[src/rtl/pll_rst_pkg.sv]
// Shared types and helpers for the PLL supervisor / staggered reset sequencer.
// Latency: n/a (types and constant functions only).
// Backpressure: n/a.
package pll_rst_pkg;

  typedef enum logic [2:0] {
    PLL_RESET   = 3'd0,
    WAIT_LOCK   = 3'd1,
    LOCK_STABLE = 3'd2,
    RELEASE     = 3'd3,
    RUN         = 3'd4,
    FAULT       = 3'd5
  } state_t;

  // One counter serves every timed phase, so it must hold the largest terminal count.
  function automatic int cnt_width(input int a, input int b, input int c, input int d);
    int m;
    m = a;
    if (b > m) m = b;
    if (c > m) m = c;
    if (d > m) m = d;
    return $clog2(m + 1);
  endfunction

endpackage

[src/rtl/sync_2ff.sv]
// Two-flop synchronizer for signals crossing into the clk domain.
// Latency: 2 clk edges from input change to output change.
// Backpressure: none; level signals only.
module sync_2ff #(
  parameter int               WIDTH   = 1,
  parameter logic [WIDTH-1:0] RST_VAL = '0
) (
  input  logic             clk,
  input  logic             rst,
  input  logic [WIDTH-1:0] d,
  output logic [WIDTH-1:0] q
);

  logic [WIDTH-1:0] meta;

  // First flop may go metastable; second flop gives it a full cycle to resolve.
  always_ff @(posedge clk or posedge rst) begin
    if (rst) begin
      meta <= RST_VAL;
      q    <= RST_VAL;
    end else begin
      meta <= d;
      q    <= meta;
    end
  end

endmodule

[src/rtl/pll_rst_seq.sv]
// PLL_B supervisor: pulses RESET_N, qualifies LOCK, retries, then releases fabric resets in index order.
// Latency: lock fall to all resets asserted in 3 clk edges; outputs registered and aligned with state.
// Backpressure: none; soft_rst/clr_fault are single-cycle synchronous requests, honoured only in their states.
module pll_rst_seq
  import pll_rst_pkg::*;
#(
  parameter  int NUM_RST             = 3,
  parameter  int PLL_RST_CYCLES      = 16,
  parameter  int LOCK_STABLE_CYCLES  = 1024,
  parameter  int LOCK_TIMEOUT_CYCLES = 65536,
  parameter  int STAGGER_CYCLES      = 8,
  parameter  int MAX_RETRIES         = 3,
  localparam int RW                  = (MAX_RETRIES > 0) ? $clog2(MAX_RETRIES + 1) : 1
) (
  input  logic               clk,
  input  logic               rst,
  input  logic               pll_lock,
  input  logic               soft_rst,
  input  logic               clr_fault,
  output logic               pll_rst_n,
  output logic [NUM_RST-1:0] rst_out,
  output logic               ready,
  output logic               fault,
  output logic [RW-1:0]      retries,
  output logic [2:0]         state
);

  localparam int CW  = cnt_width(PLL_RST_CYCLES, LOCK_STABLE_CYCLES, LOCK_TIMEOUT_CYCLES,
                                 NUM_RST * STAGGER_CYCLES);
  localparam int CHW = (NUM_RST > 1) ? $clog2(NUM_RST) : 1;

  // Terminal counts: the counter starts at 0 on phase entry, so a phase of N edges ends at N-1.
  localparam logic [CW-1:0]  PLL_RST_LAST = CW'(PLL_RST_CYCLES - 1);
  localparam logic [CW-1:0]  STABLE_LAST  = CW'(LOCK_STABLE_CYCLES - 1);
  localparam logic [CW-1:0]  TIMEOUT_LAST = CW'(LOCK_TIMEOUT_CYCLES - 1);
  localparam logic [CW-1:0]  STAGGER_LAST = CW'(STAGGER_CYCLES - 1);
  localparam logic [CHW-1:0] CH_LAST      = CHW'(NUM_RST - 1);
  localparam logic [RW-1:0]  RETRY_MAX    = RW'(MAX_RETRIES);

  state_t             state_q, state_nxt;
  logic [CW-1:0]      cnt_q, cnt_nxt;
  logic [CHW-1:0]     ch_q, ch_nxt;
  logic [RW-1:0]      retries_nxt;
  logic               rel_step;
  logic               restart;
  logic               lock_s;
  logic               pll_rst_n_nxt;
  logic [NUM_RST-1:0] rst_out_nxt;
  logic               ready_nxt;
  logic               fault_nxt;

  sync_2ff #(.WIDTH(1), .RST_VAL(1'b0)) u_lock_sync (
    .clk (clk),
    .rst (rst),
    .d   (pll_lock),
    .q   (lock_s)
  );

  // State register plus the shared cycle counter, channel index and retry count.
  always_ff @(posedge clk or posedge rst) begin
    if (rst) begin
      state_q <= PLL_RESET;
      cnt_q   <= '0;
      ch_q    <= '0;
      retries <= '0;
    end else begin
      state_q <= state_nxt;
      cnt_q   <= cnt_nxt;
      ch_q    <= ch_nxt;
      retries <= retries_nxt;
    end
  end

  // Next-state and counter update; lock loss outranks soft_rst in the released states.
  always_comb begin
    state_nxt   = state_q;
    cnt_nxt     = cnt_q;
    ch_nxt      = ch_q;
    retries_nxt = retries;
    rel_step    = 1'b0;
    restart     = 1'b0;
    case (state_q)
      PLL_RESET: begin
        if (cnt_q == PLL_RST_LAST) begin
          state_nxt = WAIT_LOCK;
          cnt_nxt   = '0;
        end else begin
          cnt_nxt = cnt_q + 1'b1;
        end
      end
      WAIT_LOCK: begin
        if (lock_s) begin
          state_nxt = LOCK_STABLE;
          cnt_nxt   = '0;
        end else if (cnt_q == TIMEOUT_LAST) begin
          cnt_nxt = '0;
          if (retries == RETRY_MAX) begin
            state_nxt = FAULT;
          end else begin
            state_nxt   = PLL_RESET;
            retries_nxt = retries + 1'b1;
          end
        end else begin
          cnt_nxt = cnt_q + 1'b1;
        end
      end
      LOCK_STABLE: begin
        if (!lock_s) begin
          // A glitch is not a failed acquisition: fresh timeout, no retry charged.
          state_nxt = WAIT_LOCK;
          cnt_nxt   = '0;
        end else if (cnt_q == STABLE_LAST) begin
          state_nxt = RELEASE;
          cnt_nxt   = '0;
          ch_nxt    = '0;
        end else begin
          cnt_nxt = cnt_q + 1'b1;
        end
      end
      RELEASE, RUN: begin
        if (!lock_s) begin
          cnt_nxt = '0;
          ch_nxt  = '0;
          if (retries == RETRY_MAX) begin
            state_nxt = FAULT;
          end else begin
            state_nxt   = PLL_RESET;
            retries_nxt = retries + 1'b1;
          end
        end else if (soft_rst) begin
          state_nxt   = RELEASE;
          cnt_nxt     = '0;
          ch_nxt      = '0;
          retries_nxt = '0;
          restart     = 1'b1;
        end else if (state_q == RELEASE) begin
          if (cnt_q == STAGGER_LAST) begin
            rel_step = 1'b1;
            cnt_nxt  = '0;
            if (ch_q == CH_LAST) begin
              state_nxt = RUN;
            end else begin
              ch_nxt = ch_q + 1'b1;
            end
          end else begin
            cnt_nxt = cnt_q + 1'b1;
          end
        end
      end
      FAULT: begin
        if (clr_fault) begin
          state_nxt   = PLL_RESET;
          cnt_nxt     = '0;
          retries_nxt = '0;
        end
      end
      default: begin
        state_nxt = PLL_RESET;
        cnt_nxt   = '0;
        ch_nxt    = '0;
      end
    endcase
  end

  // Output values for the coming state, so registered outputs change on the same edge as the state.
  always_comb begin
    pll_rst_n_nxt = !((state_nxt == PLL_RESET) || (state_nxt == FAULT));
    ready_nxt     = (state_nxt == RUN);
    fault_nxt     = (state_nxt == FAULT);
    rst_out_nxt   = rst_out;
    if ((state_nxt != RELEASE && state_nxt != RUN) || restart) begin
      rst_out_nxt = '1;
    end else begin
      for (int k = 0; k < NUM_RST; k++) begin
        if (rel_step && (ch_q == CHW'(k))) rst_out_nxt[k] = 1'b0;
      end
    end
  end

  // Output registers; reset holds the PLL in reset and every channel asserted.
  always_ff @(posedge clk or posedge rst) begin
    if (rst) begin
      pll_rst_n <= 1'b0;
      rst_out   <= '1;
      ready     <= 1'b0;
      fault     <= 1'b0;
    end else begin
      pll_rst_n <= pll_rst_n_nxt;
      rst_out   <= rst_out_nxt;
      ready     <= ready_nxt;
      fault     <= fault_nxt;
    end
  end

  assign state = state_q;

endmodule

[config.mk]
export PLATFORM = sky130hd
export DESIGN_NAME = pll_rst_seq
export DESIGN_NICKNAME = d
export VERILOG_FILES = /design/src/rtl/pll_rst_pkg.sv /design/src/rtl/sync_2ff.sv /design/src/rtl/pll_rst_seq.sv
export SDC_FILE = /design/constraint.sdc
export NUM_CORES = 1
export LEC_CHECK = 0
export ABC_AREA = 1
export ABC_CLOCK_PERIOD_IN_PS = 2520
export CORE_MARGIN = 4
export CORE_UTILIZATION = 25
export CTS_CLUSTER_SIZE = 10
export DETAILED_ROUTE_END_ITERATION = 8
export PLACE_DENSITY_LB_ADDON = 0.05
export SLEW_MARGIN = 0
export SYNTH_ARGS = -nofsm -noshare
export SYNTH_HDL_FRONTEND = slang
export SYNTH_SLANG_ARGS = --single-unit
[constraint.sdc]
create_clock -name clk -period 2.52 [get_ports clk]
set_clock_uncertainty 0.2 [all_clocks]
set_input_delay 0.252 -clock clk [delete_from_list [all_inputs] [get_ports clk]]
set_output_delay 0.252 -clock clk [all_outputs]
set_load 0.03 [all_outputs]
==> run_results.csv, run 1 <==
group,metric,value,unit
status,status,"finished, final reports clean",
floorplan,dieArea,10400,um2
routing,drt_iter0_drc,103,
power_and_ir_drop,p_per_area,693,nW/um2
final_layout,layout-drive-gt1-share,18.7,%
power_and_ir_drop,p_clk_share,21.2,%
routing,wl_per_cell,13.3,um
logic_synthesis,ys_top_cells_by_area,"dfrtp_1 (33%), nand2_1 (13%), inv_1 (8.0%)",
logic_synthesis,synth.area.mux_share,0,%
routing,drt-pass1-iter-count,4,
grt,grt_max_degree,33,
logic_synthesis,synth_top_family_by_area,"simple AND/OR/NAND/NOR gates",
power_and_ir_drop,pwr-share-comb,43.8,%
critical_path,r2r_start,"cnt_q[1]$_DFFE_PP0P_",
sta,setup_ws,262,ps
clock_network,cts_root_buf,"clkbuf_8",
clock_network,htreeDepth,2,
grt,antenna_found_initial,0,
critical_path,reg2reg_slack,260,ps
grt,use_met3,2.46,%
logic_synthesis,synth_seq_area_share,36.5,%
logic_synthesis,synth-seq-cells,32,
place,routabilityCongestion,0.779,
sta,maxSlewViolCount,0,
clock_network,cts_tree,"yes",
clock_network,cts_hold_buffers,0,
logic_synthesis,yosysTopAreaCell,"dfrtp_1",
logic_synthesis,synth-simple-area-share,42.1,%
logic_synthesis,synth-adder-area-share,3.41,%
logic_synthesis,synth_compound_area_share,6.53,%
floorplan,io_pins,16,
floorplan,die_h,102,um
final_layout,finish.instance_area,2710,um2
critical_path,rr_endpoint,"rst_out[1]$_DFFE_PP1P_",
critical_path,crit_path_max_fanout,3,
power_and_ir_drop,switchingPower,0.812,mW
critical_path,critPathRequiredTime,2530,ps
sta,min_period,2260,ps
grt,met1_usage,19.4,%
sta,slew_headroom,65.4,%
run,maxCapViolCount,0,
final_layout,fillCellCount,909,
logic_synthesis,syn-num-nets,318,
logic_synthesis,synth_cell_types,31,
sta,setup_viol,0,
grt,grt_pass1_vias,1972,
logic_synthesis,synth_xor_area_share,1.19,%
critical_path,worstSetupPathType,"reg2reg",
routing,via_per_inst,4.59,
logic_synthesis,syn-instance-count,307,
grt,overflow,0,
logic_synthesis,synth_edf_count,0,
routing,ant_nets,0,
routing,drc_errors,0,
floorplan,die_x,102,um
sta,worst_pin_slew,519,ps
final_layout,final_nets,353,
floorplan,initial_utilization,26.3,%
place,place_area,2560,um2
place,port-buffer-count,15,
grt,grt_use_total,12.7,%
logic_synthesis,synth_flop_cell,"dfrtp_1",
sta,tns,0,ps
grt,top_usage_layer,"met1",
critical_path,rr_worst_depth,17,
sta,hold_violations,0,
critical_path,worst_setup_path_start_kind,"register",
sta,rsz0062_at_grt,"no",
power_and_ir_drop,leakage,1.33,nW
clock_network,clock_path_buffers,2,
final_layout,antenna_cells,0,
logic_synthesis,synth.avg_cell_area,7.18,um2
logic_synthesis,synth_area,2200,um2
place,dpl.hpwl,4530,um
sta,fin_crit_sh,89.6,%
worst_hold_path,min-delay-path-class,"in2async",
power_and_ir_drop,power,1.88,mW
grt,met2_usage,18.0,%
logic_synthesis,yosysWarnings,0,
clock_network,cts_made_buffers,5,
clock_network,clk_pin_slew_worst_paths,70,ps
power_and_ir_drop,peakVddDrop,392,uV
final_layout,area_delta_synth_final,23.0,%
logic_synthesis,synth-async-reset-ratio,100,%
power_and_ir_drop,p_seq_share,35.0,%
floorplan,num_rows,33,
sta,clock.fmax,443,MHz
grt,grt_first_pass_wirelength,10200,um
floorplan,core_area,8380,um2
clock_network,insertion_delay,290,ps
routing,wl,5970,um
clock_network,cts_sinks,32,
critical_path,cp_data_arrival_time,2260,ps
routing,num_vias,2058,
critical_path,crit_start,"cnt_q[1]$_DFFE_PP0P_",
critical_path,critPathCaptureType,"register",
logic_synthesis,yosysTopAreaCellShare,32.9,%
critical_path,critPathCapture,"rst_out[1]$_DFFE_PP1P_",
power_and_ir_drop,p_int,1.07,mW
power_and_ir_drop,switching_share,43.3,%
place,dp_slack,51.3,ps
synthesized netlist by cell type (2+ instances only):
cell     count
nand3_1     23
o21ai_0     15
nand3_4      3
nor2_1      43
buf_6        2
dfrtp_1     29
xor2_1       3
nand2_1     74
inv_4        2
nand3_2      3
inv_1       47
nor2_2       4
o31ai_1      2
nor2_8       2
dfstp_2      3
nand4_1     15
nor3_1       8
ha_1         6
nand2_2      4
a21oi_1      7
nand2_4      2
sequential cells by signal, indices dropped and copies added (netlist names):
| signal | count |
|---|---|
| cnt_q | 17 |
| u_lock_sync.q | 1 |
| rst_out | 3 |
| state | 3 |
| fault | 1 |
| retries | 2 |
| ready | 1 |
| ch_q | 2 |
| pll_rst_n | 1 |
| u_lock_sync.meta | 1 |
cells in the final DEF, fill, tap and decap left out, types with 3 or more instances in the layout:
cell	synthesis	routed
nor2_2	4	5
nor3_1	8	7
ha_1	6	4
xor2_1	3	3
clkbuf_1	0	3
dfstp_2	3	3
a21oi_1	7	7
nor2_1	43	41
nand2_1	74	69
nand2_2	4	9
nand3_4	3	3
o21ai_0	15	14
inv_2	1	5
clkdlybuf4s50_1	0	15
nand4_1	15	15
clkbuf_8	0	5
inv_1	47	43
dfrtp_1	29	29
buf_4	0	16
nand3_1	23	22
nand3_2	3	4
worst max-delay path, stage by stage (launching register included):
cell and delay, ps:
dfrtp_1 380, ha_2 190, nand2_2 60, inv_2 60
nand2_2 50, nor2_4 110, nand3_2 100, inv_2 70
ha_4 120, inv_2 50, nor2_4 100, inv_1 60
o31ai_2 210, inv_1 90, nand2_2 90, nand2_2 70
nand2_2 80, nand3_1 70
kinds of logic after synthesis:
group           count (synthesis)
xor+xnor                        3
simple gates                  185
buf+inv                        54
flops                          32
compound gates                 27
fa+ha+maj                       6
metal layers:
metal	vias to the layer above	routed length [um]	share of wire [%]
li1	1054	-	-
met1	946	2970	50
met2	52	2620	44
met3	6	289	4.8
met4	0	90	1.5
met5	-	0	0
power by group through the flow:
stage | Sequential (mW) | Combinational [mW] | Clock (mW)
floorplan | 0.724 | 0.470 | 0
global placement | 0.662 | 0.814 | 0
detailed placement | 0.664 | 0.795 | 0
CTS | 0.654 | 0.799 | 0.424
global route | 0.670 | 0.923 | 0.435
finish | 0.657 | 0.822 | 0.399
metrics by stage:
stage / utilization (%) / hold slack [ps] / std cells
after floorplan: - / 83.4 / 307
after global placement: 30.6 / 137 / 438
after detailed placement: 30.6 / 135 / 438
after CTS: 31.5 / 151 / 446
after global routing: 32.3 / 154 / 448
final: 32.3 / 147 / 448
cell type report:
cell class / count / area, um2 / share of cell area, %
timing repair buffer: 31 / 270 / 9.97
sequential: 32 / 805 / 29.7
tap: 105 / 131 / 4.85
multi-input combinational: 221 / 1230 / 45.2
inverter: 51 / 198 / 7.29
clock buffer: 8 / 80.1 / 2.95
worst min path at each step:
stage                                     startpoint                          to  slack, ps  depth (start not counted)
after detailed placement  u_lock_sync.meta$_DFF_PP0_     u_lock_sync.q$_DFF_PP0_        130                          0
final                                            rst        cnt_q[8]$_DFFE_PP0P_        150                          3
after global placement    u_lock_sync.meta$_DFF_PP0_     u_lock_sync.q$_DFF_PP0_        140                          0
after CTS                 u_lock_sync.meta$_DFF_PP0_     u_lock_sync.q$_DFF_PP0_        150                          0
after global routing      u_lock_sync.meta$_DFF_PP0_     u_lock_sync.q$_DFF_PP0_        150                          0
after floorplan                             pll_lock  u_lock_sync.meta$_DFF_PP0_         80                          0
timing repair:
item                       CTS  global route
setup endpoints to repair    0            11
gates resized for setup      0            19
setup buffers                0             2
No activity file was read; power rests on OpenSTA's default activity.
==> inputs of run 2 (changes only) <==
- SKIP_LAST_GASP: default -> 1
==> results of run 2 <==
Same layout as run 1: the final DEF is identical, and so are final timing and power.
==> inputs of run 3 (changes only) <==
- CORE_MARGIN: 4 -> default
- CTS_CLUSTER_SIZE: 10 -> default
==> run 3 against run 2 <==
Register-to-register slack got worse by 30 ps. Die area fell by 11%. Non-clock buffer count did not move. Global-route usage rose by 1.8 points. Setup slack got worse by 26 ps. Power rose by 0.80%. Clock-buffer cell count fell by 2. Worst hold slack improved by 2.4 ps. Sequential share of layout area rose by 0.082 points. Clock power rose by 8.3%. Via count fell by 2.2%. Largest cell class unchanged.
==> run_results.csv, run 3 (synthesis results as in run 1) <==
group,metric,value,unit
floorplan,core_area,8380,um2
place,dpl.hpwl,4430,um
critical_path,critPathRequiredTime,2490,ps
clock_network,cts_made_buffers,5,
sta,tns,0,ps
power_and_ir_drop,power,1.89,mW
routing,drt-pass1-iter-count,4,
sta,clock.fmax,438,MHz
critical_path,rr_endpoint,"retries[0]$_DFFE_PP0P_",
place,port-buffer-count,15,
grt,antenna_found_initial,0,
critical_path,path_depth,17,
critical_path,crit_path_max_fanout,3,
sta,rsz0062_at_grt,"no",
final_layout,layout-drive-gt1-share,18.4,%
critical_path,cpLargestDelayFamily,"simple AND/OR/NAND/NOR gates",
run,maxCapViolCount,0,
critical_path,rr_worst_depth,17,
power_and_ir_drop,p_clk_share,22.8,%
power_and_ir_drop,leakage,1.34,nW
clock_network,insertion_delay,290,ps
routing,via_per_inst,4.49,
clock_network,cts_hold_buffers,0,
final_layout,largest_reg_flops,17,
place,routabilityCongestion,0.782,
critical_path,cp_data_arrival_time,2260,ps
power_and_ir_drop,switching_share,42.9,%
final_layout,antenna_cells,0,
critical_path,critPathCaptureType,"register",
floorplan,initial_utilization,26.3,%
clock_network,cts_root_buf,"clkbuf_8",
final_layout,regMostFlops,"cnt_q",
grt,grt_max_degree,33,
sta,setup_viol,0,
sta,maxSlewViolCount,0,
final_layout,final_nets,353,
final_layout,final_common_cell,"nand2_1",
routing,wl,5830,um
critical_path,r2r_start,"cnt_q[1]$_DFFE_PP0P_",
critical_path,crit_start,"cnt_q[1]$_DFFE_PP0P_",
routing,ant_nets,0,
power_and_ir_drop,p_per_area,700,nW/um2
sta,worst_pin_slew,513,ps
clock_network,htreeDepth,2,
sta,setup_ws,236,ps
routing,drc_errors,0,
critical_path,worst_setup_path_start_kind,"register",
grt,grt_first_pass_wirelength,10000,um
power_and_ir_drop,peakVddDrop,362,uV
power_and_ir_drop,switchingPower,0.812,mW
sta,fin_crit_sh,90.6,%
routing,wl_per_cell,13.0,um
power_and_ir_drop,pwr-share-comb,42.6,%
grt,grt_use_total,14.5,%
final_layout,layout.cells.non_filler,448,
critical_path,cp_slowest_cell,"dfrtp_1",
sta,hold_violations,0,
clock_network,clock_path_buffers,2,
routing,num_vias,2012,
worst_hold_path,min-delay-path-class,"reg2reg",
floorplan,num_rows,33,
final_layout,area_delta_synth_final,22.7,%
floorplan,dieArea,9190,um2
floorplan,die_x,95.9,um
clock_network,cts_sinks,32,
critical_path,worstSetupPathType,"reg2reg",
sta,slew_headroom,65.8,%
status,status,"finished, final reports clean",
floorplan,die_h,95.9,um
critical_path,cp_cell_sequence,"ha_2 -> nand2_1 -> inv_2 -> nand2_2 -> nor2_4 -> nand3_2 -> inv_2 -> ha_2 -> inv_2 -> nor2_4 -> o21ai_0 -> a21oi_1 -> nand2_1 -> inv_1 -> nand2_1 -> nor2_1 -> nor3_1",
critical_path,cp_num_buf_inv,4,
place,dp_slack,75.4,ps
clock_network,clk_pin_slew_worst_paths,80,ps
place,dp.cells,438,
final_layout,final_cell_mix,"nand2_1 (70), inv_1 (44), nor2_1 (42), dfrtp_1 (29), nand3_1 (22)",
critical_path,critPathCapture,"retries[0]$_DFFE_PP0P_",
grt,overflow,0,
power_and_ir_drop,p_int,1.08,mW
grt,grt_pass1_vias,1961,
floorplan,io_pins,16,
critical_path,slowest_delay,380,ps
routing,drt_iter0_drc,120,
sta,min_period,2280,ps
critical_path,reg2reg_slack,240,ps
clock_network,cts_tree,"yes",
power_and_ir_drop,p_seq_share,34.6,%
[run 3: routing by layer]
layer	global-route usage (%)	wire length (um)	vias to the layer above
li1	-	-	1052
met1	20.9	2990	902
met2	21.5	2490	52
met3	2.92	282	6
met4	4.60	78	0
met5	0	0	-
[run 3: final cells by class]
class | instances | area, um2
tap | 105 | 131
timing repair buffer | 31 | 270
clock inverter | 2 | 10.0
multi-input combinational | 221 | 1210
fill | 918 | 5680
clock buffer | 6 | 82.6
sequential | 32 | 805
inverter | 51 | 198
[run 3: per-stage QoR]
step                hold slack [ps]  area, um2  utilization, %
floorplan                      83.4       2200               -
global placement                135       2560            30.6
detailed placement              135       2560            30.6
CTS                             153       2660            31.7
global route                    172       2700            32.2
finish                          150       2700            32.2
[run 3: how the worst min path moves through the flow]
stage,startpoint,endpoint,slack [ps],cells after the start
global placement,u_lock_sync.meta$_DFF_PP0_,u_lock_sync.q$_DFF_PP0_,130,0
CTS,u_lock_sync.meta$_DFF_PP0_,u_lock_sync.q$_DFF_PP0_,150,0
finish,u_lock_sync.meta$_DFF_PP0_,u_lock_sync.q$_DFF_PP0_,150,0
floorplan,pll_lock,u_lock_sync.meta$_DFF_PP0_,80,0
global route,u_lock_sync.meta$_DFF_PP0_,u_lock_sync.q$_DFF_PP0_,170,0
detailed placement,u_lock_sync.meta$_DFF_PP0_,u_lock_sync.q$_DFF_PP0_,130,0
[run 3: worst register-to-register path: stages, from the launching register on]
cell and delay, ps:
dfrtp_1 380, ha_2 190, nand2_1 80, inv_2 70, nand2_2 50, nor2_4 110
nand3_2 100, inv_2 60, ha_2 170, inv_2 60, nor2_4 100, o21ai_0 100
a21oi_1 150, nand2_1 90, inv_1 80, nand2_1 60, nor2_1 90, nor3_1 50
[run 3: power groups by stage]
stage	combinational, mW	clock (mW)	sequential, mW
after floorplan	0.470	0	0.724
after global placement	0.812	0	0.661
after detailed placement	0.790	0	0.663
after CTS	0.794	0.457	0.653
after global routing	0.900	0.478	0.664
final	0.806	0.432	0.654
[run 3: repair_timing]
action | 4_1_cts | 5_1_grt
buffers inserted | 0 | 2
resized for setup | 0 | 13
endpoints found under the setup margin | 0 | 8
